**config.mk**
```make
export PLATFORM = sky130hd
export DESIGN_NAME = obf_key_loader
export DESIGN_NICKNAME = d
export VERILOG_FILES = /design/src/rtl/obf_key_loader.sv
export SDC_FILE = /design/constraint.sdc
export NUM_CORES = 1
export LEC_CHECK = 0
export ABC_AREA = 1
export BUFFER_PORTS_ARGS = -buffer_cell sky130_fd_sc_hd__clkbuf_2
export CORE_MARGIN = 1
export CORE_UTILIZATION = 54
export DETAILED_ROUTE_END_ITERATION = 8
export GPL_TIMING_DRIVEN = 0
export PLACE_DENSITY = 0.75
export SYNTH_ARGS = -nofsm -noshare
export SYNTH_HDL_FRONTEND = slang
export SYNTH_SLANG_ARGS = --single-unit
```
**constraint.sdc**
```tcl
create_clock -name clk -period 1.72 [get_ports clk]
set_clock_uncertainty 0.15 [all_clocks]
set_input_delay 0.344 -clock clk [delete_from_list [all_inputs] [get_ports clk]]
set_output_delay 0.344 -clock clk [all_outputs]
set_load 0.05 [all_outputs]
```
**src/rtl/obf_key_loader.sv**
```systemverilog
// rtl/obf_key_loader.sv - bit-serial key loader driving the parallel key bus of a logic-locked netlist
// Optional even-parity frame check is enabled by defining OBF_KEY_PARITY_EN.
module obf_key_loader #(
    parameter int               KEY_W   = 2,
    parameter logic [KEY_W-1:0] RST_KEY = {KEY_W{1'b1}},
    parameter int               TIMEOUT = 16
) (
    input  logic             clk,
    input  logic             rst,
    input  logic             key_start,
    input  logic             key_bit,
    input  logic             key_bit_vld,
    input  logic             key_lock,
    output logic [KEY_W-1:0] key_out,
    output logic             key_valid,
    output logic             busy,
    output logic             err,
    output logic             locked
);

`ifdef OBF_KEY_PARITY_EN
    localparam int FRAME_W = KEY_W + 1;
`else
    localparam int FRAME_W = KEY_W;
`endif
    localparam int CNT_W = $clog2(FRAME_W + 1);
    localparam int TMO_W = $clog2(TIMEOUT + 1);
    localparam logic [CNT_W-1:0] LAST_BIT = CNT_W'(FRAME_W - 1);
    localparam logic [TMO_W-1:0] LAST_TMO = TMO_W'(TIMEOUT - 1);

    typedef enum logic [1:0] {
        ST_IDLE   = 2'd0,
        ST_SHIFT  = 2'd1,
        ST_CHECK  = 2'd2,
        ST_FROZEN = 2'd3
    } state_t;

    state_t             state_q, state_d;
    logic [FRAME_W-1:0] sr_q, sr_d;
    logic [CNT_W-1:0]   bcnt_q, bcnt_d;
    logic [TMO_W-1:0]   tmo_q, tmo_d;
    logic [KEY_W-1:0]   key_q, key_d;
    logic               valid_q, valid_d;
    logic               busy_q, busy_d;
    logic               err_q, err_d;
    logic               locked_q, locked_d;
    logic               chk_pass;

`ifdef OBF_KEY_PARITY_EN
    // Data bits plus the even-parity bit must XOR to zero.
    assign chk_pass = ~(^sr_q);
`else
    assign chk_pass = 1'b1;
`endif

    always_comb begin
        state_d  = state_q;
        sr_d     = sr_q;
        bcnt_d   = bcnt_q;
        tmo_d    = tmo_q;
        key_d    = key_q;
        valid_d  = valid_q;
        busy_d   = busy_q;
        err_d    = err_q;
        locked_d = locked_q;
        case (state_q)
            ST_IDLE: begin
                // A legal lock beats a simultaneous frame start.
                if (key_lock && valid_q) begin
                    state_d  = ST_FROZEN;
                    locked_d = 1'b1;
                end else if (key_start) begin
                    state_d = ST_SHIFT;
                    busy_d  = 1'b1;
                    err_d   = 1'b0;
                    sr_d    = '0;
                    bcnt_d  = '0;
                    tmo_d   = '0;
                end
            end
            ST_SHIFT: begin
                if (key_start) begin
                    err_d  = 1'b0;
                    sr_d   = '0;
                    bcnt_d = '0;
                    tmo_d  = '0;
                end else if (key_bit_vld) begin
                    sr_d              = sr_q >> 1;
                    sr_d[FRAME_W-1]   = key_bit;
                    bcnt_d            = bcnt_q + 1'b1;
                    tmo_d             = '0;
                    if (bcnt_q == LAST_BIT) begin
                        state_d = ST_CHECK;
                    end
                end else if (tmo_q == LAST_TMO) begin
                    state_d = ST_IDLE;
                    busy_d  = 1'b0;
                    err_d   = 1'b1;
                    tmo_d   = '0;
                end else begin
                    tmo_d = tmo_q + 1'b1;
                end
            end
            ST_CHECK: begin
                state_d = ST_IDLE;
                busy_d  = 1'b0;
                if (chk_pass) begin
                    key_d   = sr_q[KEY_W-1:0];
                    valid_d = 1'b1;
                end else begin
                    err_d = 1'b1;
                end
            end
            default: begin
                state_d = ST_FROZEN;
            end
        endcase
    end

    always_ff @(posedge clk) begin
        if (rst) begin
            state_q  <= ST_IDLE;
            sr_q     <= '0;
            bcnt_q   <= '0;
            tmo_q    <= '0;
            key_q    <= RST_KEY;
            valid_q  <= 1'b0;
            busy_q   <= 1'b0;
            err_q    <= 1'b0;
            locked_q <= 1'b0;
        end else begin
            state_q  <= state_d;
            sr_q     <= sr_d;
            bcnt_q   <= bcnt_d;
            tmo_q    <= tmo_d;
            key_q    <= key_d;
            valid_q  <= valid_d;
            busy_q   <= busy_d;
            err_q    <= err_d;
            locked_q <= locked_d;
        end
    end

    assign key_out   = key_q;
    assign key_valid = valid_q;
    assign busy      = busy_q;
    assign err       = err_q;
    assign locked    = locked_q;

endmodule

```
# Word level (Yosys, flattened, before mapping)
# Cells that the tools add are included.
# Widths: inputs -> output; s select.
[op_classes]
mux = 33
eq_ne = 15
n_addsub = 2
n_reduce_logical = 10
[ops]
columns = ["op", "n"]
rows = [
  ["$mux 5", 5],
  ["$mux 2", 12],
  ["$ne 3x3->1 const B", 6],
  ["$mux 1", 10],
  ["$ne 2x2->1 const B", 5],
  ["$pmux 5 s2", 1],
  ["$pmux 2 s2", 2],
  ["$reduce_and 4->1", 2],
  ["$pmux 2 s3", 1],
  ["$reduce_and 6->1", 1],
  ["$add 5x1->5 const B", 1],
  ["$eq 5x4->1 const B", 1],
  ["$reduce_and 5->1", 1],
  ["$eq 2x1->1 const B", 2],
  ["$pmux 1 s3", 1],
  ["$reduce_and 3->1", 1],
  ["$reduce_bool 3->1", 1],
  ["$add 2x1->2 const B", 1],
  ["$eq 2x2->1 const B", 1],
  ["$logic_not 2->1", 1],
  ["$pmux 1 s2", 1],
  ["$reduce_and 2->1", 1],
  ["$reduce_bool 2->1", 1],
  ["$logic_and 1x1->1", 1],
]
[totals]
wordCells = 69
ff_bits = 17
in_bits = 6
output_inout_bits = 6

# Longest topological paths before layout
# Gate-level depths: netlist of run 1.
[logic_depth]
word_depth = 5
ltp_mapped = 10

# Worst setup path after synthesis of run 1
# No wires, ideal clock.
[synth_timing]
kind = "register to register"
start = "reg valid_q, in the netlist key_valid"
end = "reg err_q, in the netlist err"
path_stages_with_launch = 6
required_ns = 1.454
path_buffers = 0
arrival_ns = 1.255
setup_ns = 0.116
synth_period_minus_slack_ns = 1.521
slack_ns = 0.199
path_cell_list = "dfxtp_1 -> nand3_1 -> inv_1 -> nor2_2 -> a31oi_1 -> nor2_1"
[synth_via]
elab_chain_len = 3
[synth_rtl]
columns = ["item", "line", "rtl"]
rows = [
  ["start: declaration", "43", "logic valid_q, valid_d;"],
  ["start signal: assignment", "137", "valid_q <= valid_d;"],
  ["$logic_and 1x1->1", "69", "if (key_lock && valid_q) begin"],
  ["$ne 2x2->1 (no line)", "n/a", ""],
  ["$reduce_and 5->1 (no line)", "n/a", ""],
  ["end signal: assignment", "139", "err_q <= err_d;"],
  ["end: declaration", "45", "logic err_q, err_d;"],
]
# Every way passes these cells.
# A chain may end at the register's enable or synchronous reset.

# Worst setup path in the final report of run 1
[layout_timing]
start = "reg state_q[1]"
end = "reg sr_q[0]"
[layout_via]
elab_chain_len = 3
elab_cells_between_ends = 8
cone_classes = "4 x eq/ne; 1 x mux; 3 x reduce/logical"
[layout_rtl]
columns = ["item", "line", "rtl"]
rows = [
  ["start: declaration", "38", "state_t state_q, state_d;"],
  ["start signal: assignment", "132", "state_q <= state_d;"],
  ["$eq 2x1->1 / $logic_not 2->1 (equally long branches)", "66", "case (state_q)"],
  ["$ne 3x3->1 (no line) (tied with other cells)", "n/a", ""],
  ["$reduce_and 4->1 (no line)", "n/a", ""],
  ["end signal: assignment", "133", "sr_q <= sr_d;"],
  ["end: declaration", "39", "logic [FRAME_W-1:0] sr_q, sr_d;"],
]
# Several ways; a longest one is shown, not always the timed one.

==> results_dict.tcl, run 1 <==
set metrics [dict create \
    status "completed" \
    layout_commonest_cell "nand2_1" \
    yosysUniqueCellTypes 23 \
    cts.clk_slew.worst_paths_ps 110 \
    ant_nets 0 \
    fmax_mhz 621.5 \
    synthFlopType "dfxtp_1" \
    multi_input_area_um2 490.5 \
    synth_edf_count 0 \
    grt_max_degree 11 \
    startpoint "state_q[1]" \
    track_usage 0.2130 \
    synth.yosys.seq_area_share 0.3831 \
    hpwl_mm 1.342 \
    post_cts_buffers 0 \
    drive_above_1_share 0.1871 \
    drc 0 \
    required_ps 1760 \
    use_met3 0.03879 \
    synth.net_count 136 \
    place_area_um2 963.4 \
    regArea_um2 340.3 \
    cp_top_family "flip-flops" \
    rsz0062_at_grt "no" \
    worstPathMaxFanout 6 \
    critPathSlowestCell "dfxtp_1" \
    critical_path_arrival_ps 1650 \
    slew-limit-headroom 0.8044 \
    place.port_buffers 11 \
    die_h_um 42.56 \
    clockRootBuffer "clkbuf_4" \
    r2r_setup_slack_ps 110 \
    setup_violations 0 \
    core_area_um2 1524 \
    grt_pass1_wl_mm 2.953 \
    grt_util_met2 0.3385 \
    synth.cell_area_um2 888.4 \
    worst_r2r_endpoint "sr_q[0]" \
    top_usage_layer "met2" \
    critPathLaunchType "flop" \
    diodes 0 \
    fin_cells 155 \
    drt-total-wl_mm 1.907 \
    dr.pass1.iters 4 \
    routabilityCongestion 0.7730 \
    cap_violations 0 \
    ios 12 \
    async_flop_share 0 \
    dpl.cell_count 151 \
    cp-end-kind "flop" \
    min_from "rst" \
    final_cell_mix "26 x nand2_1, 18 x nor2_1, 17 x inv_1, 17 x dfxtp_1" \
    yosys_register_bits 17 \
    cts_tree "done" \
    cp.buffers_inverters 1 \
    fin_nets 152 \
    initial_core_util 0.5829 \
    min_path_type "in -> reg" \
    layout-area-overhead-vs-synth_pct 13.52 \
    synth_area_per_cell_um2 7.164 \
    hold_viol 0 \
    clk_path_buf_depth 2 \
    use_met1 0.2773 \
    dr.first_iter.drc_count 38 \
    crit_type "reg -> reg" \
    wire_per_inst_um 12.30 \
    power_leakage_nw 0.4801 \
    syn_inst 124 \
    fillerInstances 138 \
    reg2reg_from "state_q[1]" \
    ir_worst_vdd_v 0.0008953 \
    min_to "tmo_q[3]" \
    gr-total-overflow 0 \
    path_cells "inv_1 -> ha_1 -> nand2_1 -> nor2_1 -> o21ai_4 -> o22ai_1" \
    period_share 0.9354 \
    numCtsBuffers 3 \
    fin_crit_ps 1609 \
    cpPeakStageDelay_ps 400 \
    worst_pin_slew_ps 292.3 \
    synth-warning-count 0 \
    antenna_found_initial 0 \
    reg2regPathDepth 6 \
    p_per_area_nw_per_um2 1611 \
    dieWidth_um 42.56 \
    vias_per_cell 5.419 \
    grt_pass1_vias 721 \
    dieArea_um2 1811 \
    stdcell_area_um2 1008 \
    clkSinkCount 17 \
    vias 840 \
    maxSlewViolCount 0 \
    hold_path_depth 2 \
    htree_levels 1 \
    rows 14 \
    worstSkewPairLatency_ps 290 \
]
synth_stat cells (2+ instances only):
master | number | area, um^2
nand2_1 | 27 | 101.4
nor2_1 | 18 | 67.56
dfxtp_1 | 17 | 340.3
inv_1 | 17 | 63.81
nand3_1 | 12 | 60.06
a21oi_1 | 6 | 30.03
ha_1 | 6 | 75.07
nand4_1 | 2 | 12.51
nor2_2 | 2 | 12.51
o211ai_1 | 2 | 15.01
o21ai_0 | 2 | 10.01
o22ai_1 | 2 | 12.51
per-layer routing:
| metal | up-vias | share of wire | wire length (um) |
|---|---|---|---|
| met3 | 10 | 0.035 | 67 |
| li1 | 433 | - | - |
| met2 | 29 | 0.46 | 879 |
| met1 | 368 | 0.47 | 888 |
| met5 | - | 0 | 0 |
| met4 | 0 | 0.038 | 72 |
how the worst max path moves through the flow:
stage / cells after the start / end
floorplan: 5 / err
detailed placement: 6 / sr_q[0]
global placement: 6 / sr_q[0]
global route: 6 / sr_q[1]
finish: 6 / sr_q[0]
CTS: 6 / sr_q[0]
layout make-up:
cell class              count  share of cell area
clock buffers               3             0.02233
clock inverters             1            0.004963
inverters                  18             0.06700
flip-flops and latches     17              0.3375
well taps                  16             0.01985
multi-input cells          88              0.4864
plain buffers               1            0.007444
repair buffers             11             0.05459
power breakdown:
part | total, W | internal [W] | switching (W)
Combinational | 0.000887 | 0.000272 | 0.000615
Sequential | 0.000514 | 0.000461 | 0.0000530
Clock | 0.000224 | 0.0000866 | 0.000137
what timing repair did:
item	in CTS	in global routing
setup endpoints to repair	4	9
resized for setup	2	2
cloned	0	0
hold buffers	0	0
sequential cells by signal, indices dropped and copies added, names as in the netlist:
register,count
tmo_q,5
sr_q,2
busy,1
err,1
bcnt_q,2
state_q,2
locked,1
key_valid,1
key_out,2
per-stage QoR:
step	hold slack [ps]	util	setup TNS, ps	setup WS, ps	power, W
floorplan	263.1	-	0	198.6	0.001175
global placement	295.8	0.6322	0	16.37	0.001318
detailed placement	303.7	0.6322	-9.982	-8.131	0.001337
CTS	114.6	0.6585	0	35.90	0.001583
global route	113.1	0.6617	0	47.31	0.001728
finish	119.3	0.6617	0	111.1	0.001625
logic make-up after synthesis:
kind of cell / Yosys count / share of synthesized area
simple gates: 65 / 0.3324
buf+inv: 19 / 0.08450
compound gates: 17 / 0.1155
flops: 17 / 0.3831
fa+ha+maj: 6 / 0.08450
(Power assumes the default switching activity.)
==> run 2: changes to the inputs <==
Settings changed: ABC_AREA 1 to not set.
==> results_dict.tcl, run 2 <==
set metrics [dict create \
    clk_path_buf_depth 2 \
    worst_pin_slew_ps 512.2 \
    diodes 0 \
    synth_fa_ha_area_frac 0.08596 \
    synth_most_common_cell "dfxtp_1" \
    critPathLaunchType "flop" \
    wire_per_inst_um 14.58 \
    maxSlewViolCount 0 \
    cp.buffers_inverters 0 \
    clkSinkCount 17 \
    pwr-share-comb 0.592 \
    period_share 0.9778 \
    status "completed" \
    pwr-share-clk 0.117 \
    synthMuxAreaShare 0.09599 \
    slew-limit-headroom 0.6586 \
    drc 0 \
    cp_top_family "simple AND/OR/NAND/NOR gates" \
    cts_tree "done" \
    setup_tns_ps 0 \
    largest_register "tmo_q" \
    synth_compound_area_frac 0.1805 \
    vias_per_cell 5.689 \
    ant_nets 0 \
    hold_viol 0 \
    final_cell_mix "14 x dfxtp_1, 11 x clkbuf_2, 9 x nor2_1" \
    fin_crit_ps 1682 \
    die_h_um 42.22 \
    core_area_um2 1506 \
    yosysUniqueCellTypes 35 \
    largest_reg_flops 5 \
    grt_pass1_wl_mm 2.773 \
    yosys.area_share.simple 0.1977 \
    ios 12 \
    cp-end-kind "flop" \
    clockRootBuffer "clkbuf_4" \
    min_from "key_bit" \
    reg2reg_from "tmo_q[0]" \
    power_leakage_nw 0.4569 \
    synth_area_per_cell_um2 9.493 \
    synth.cell_area_um2 873.3 \
    initial_core_util 0.5797 \
    intPower_w 0.001080 \
    synth.yosys.seq_area_share 0.3897 \
    cpPeakStageDelay_ps 350 \
    vias 751 \
    yosysTopAreaCellShare 0.3897 \
    yosys_register_bits 17 \
    min_path_type "in -> reg" \
    track_usage 0.2095 \
    async_flop_share 0 \
    fin_nets 129 \
    worstSkewPairLatency_ps 300 \
    drive_above_1_share 0.3879 \
    fmax_mhz 594.6 \
    hpwl_mm 1.215 \
    post-route-util 0.7434 \
    switching_share 0.4218 \
    drt-total-wl_mm 1.925 \
    required_ps 1780 \
    critical_path_arrival_ps 1740 \
    synthFlopType "dfxtp_1" \
    netSwitchingPower_w 0.0007876 \
    path_cells "ha_2 -> and4b_2 -> or3_4 -> and3_4 -> a311oi_2" \
    layout-area-overhead-vs-synth_pct 28.22 \
    routabilityCongestion 0.7828 \
    rows 14 \
    grt_pass1_vias 646 \
    antenna_found_initial 0 \
    grt_max_degree 11 \
    synth_common_cells "17 x dfxtp_1, 9 x nor2_1, 7 x mux2i_1, 7 x nand2_1" \
    synth.net_count 104 \
    synth_edf_count 0 \
    dieWidth_um 42.22 \
    layout_commonest_cell "dfxtp_1" \
    synth_top_family_by_area "simple AND/OR/NAND/NOR gates" \
    synth_area_leaders "dfxtp_1 39%, ha_1 8.6%, mux2i_1 8.0%" \
    dr.pass1.iters 3 \
    cap_violations 0 \
    synth-warning-count 0 \
    fillerInstances 110 \
    critPathSlowestCell "dfxtp_2" \
    ir_worst_vdd_v 0.001089 \
    cts_hold_buf 0 \
    synth_top_area_cell "dfxtp_1" \
    htree_levels 1 \
    dr.first_iter.drc_count 5 \
    cts.clk_slew.worst_paths_ps 100 \
    crit_type "reg -> reg" \
    synthXorXnorAreaFrac 0.01003 \
    worstPathMaxFanout 3 \
    numCtsBuffers 3 \
    p_per_area_nw_per_um2 1667 \
    gr-total-overflow 0 \
    place.port_buffers 11 \
    share_seq_of_total_power 0.291 \
    startpoint "tmo_q[0]" \
    dieArea_um2 1782 \
    setup_violations 0 \
    syn_inst 92 \
]
run 2: repair_timing:
item | CTS | global route
buffers inserted | 0 | 9
endpoints found under the setup margin | 12 | 11
pin swaps | 0 | 4
gates resized for setup | 4 | 16
hold endpoints to repair | 0 | 0
run 2: cell families (layout without fill, tap and decap cells):
family                   count (synthesis)  count (layout)
AO/OA/AOI/OAI                           20              20
XOR/XNOR                                 1               1
adder cells (fa/ha/maj)                  6               6
buffers and inverters                    9              33
flip-flops                              17              17
multiplexers                             8               8
AND/OR/NAND/NOR                         31              31
run 2: through the flow:
step / hold WS, ps / instance area (um^2) / std cells / power, W / setup WS (ps)
after CTS: 151.0 / 983.4 / 123 / 0.001537 / -38.61
after detailed placement: 287.6 / 948.4 / 119 / 0.001299 / -89.62
after floorplan: 295.0 / 873.3 / 92 / 0.001144 / 57.96
final: 137.7 / 1120 / 132 / 0.001867 / 38.11
after global placement: 283.0 / 948.4 / 119 / 0.001280 / -35.31
after global routing: 168.5 / 1120 / 132 / 0.001967 / -24.30
run 2: power groups by stage:
stage	Sequential, W	Clock (W)	Combinational [W]
floorplan	0.000664	0	0.000480
global placement	0.000524	0	0.000756
detailed placement	0.000532	0	0.000767
CTS	0.000528	0.000222	0.000787
global route	0.000554	0.000235	0.00118
finish	0.000543	0.000219	0.00110
run 2: path summary, 6_finish.rpt:
path	end	slack [ps]	depth (start not counted)
worst max-delay path	state_q[1]	40	5
worst min-delay path	sr_q[1]	140	3
worst max register to register	state_q[1]	40	5
worst min register to register	locked	300	2
run 2: layout make-up:
class / instances / area (um^2) / area share
Buffer: 2 / 15.01 / 0.01341
Clock buffer: 4 / 26.28 / 0.02346
Inverter: 7 / 26.28 / 0.02346
Multi-Input combinational cell: 66 / 548.0 / 0.4894
Sequential cell: 17 / 349.1 / 0.3117
Tap cell: 16 / 20.02 / 0.01788
Timing Repair Buffer: 20 / 135.1 / 0.1207
run 2: worst reg2reg max path, delay by kind of cell, from the launching register on:
kind                       cells  cell delay, ps
and+or+nand+nor                3             740
DFF                            1             350
AOI/OAI and AO/OA              1             180
adders and majority gates      1             190
run 2: per-layer routing:
layer | track usage | share of wire | up-vias
li1 | - | - | 386
met1 | 0.2603 | 0.48 | 347
met2 | 0.3415 | 0.47 | 14
met3 | 0.03879 | 0.033 | 4
met4 | 0.1125 | 0.019 | 0
met5 | 0 | 0 | -
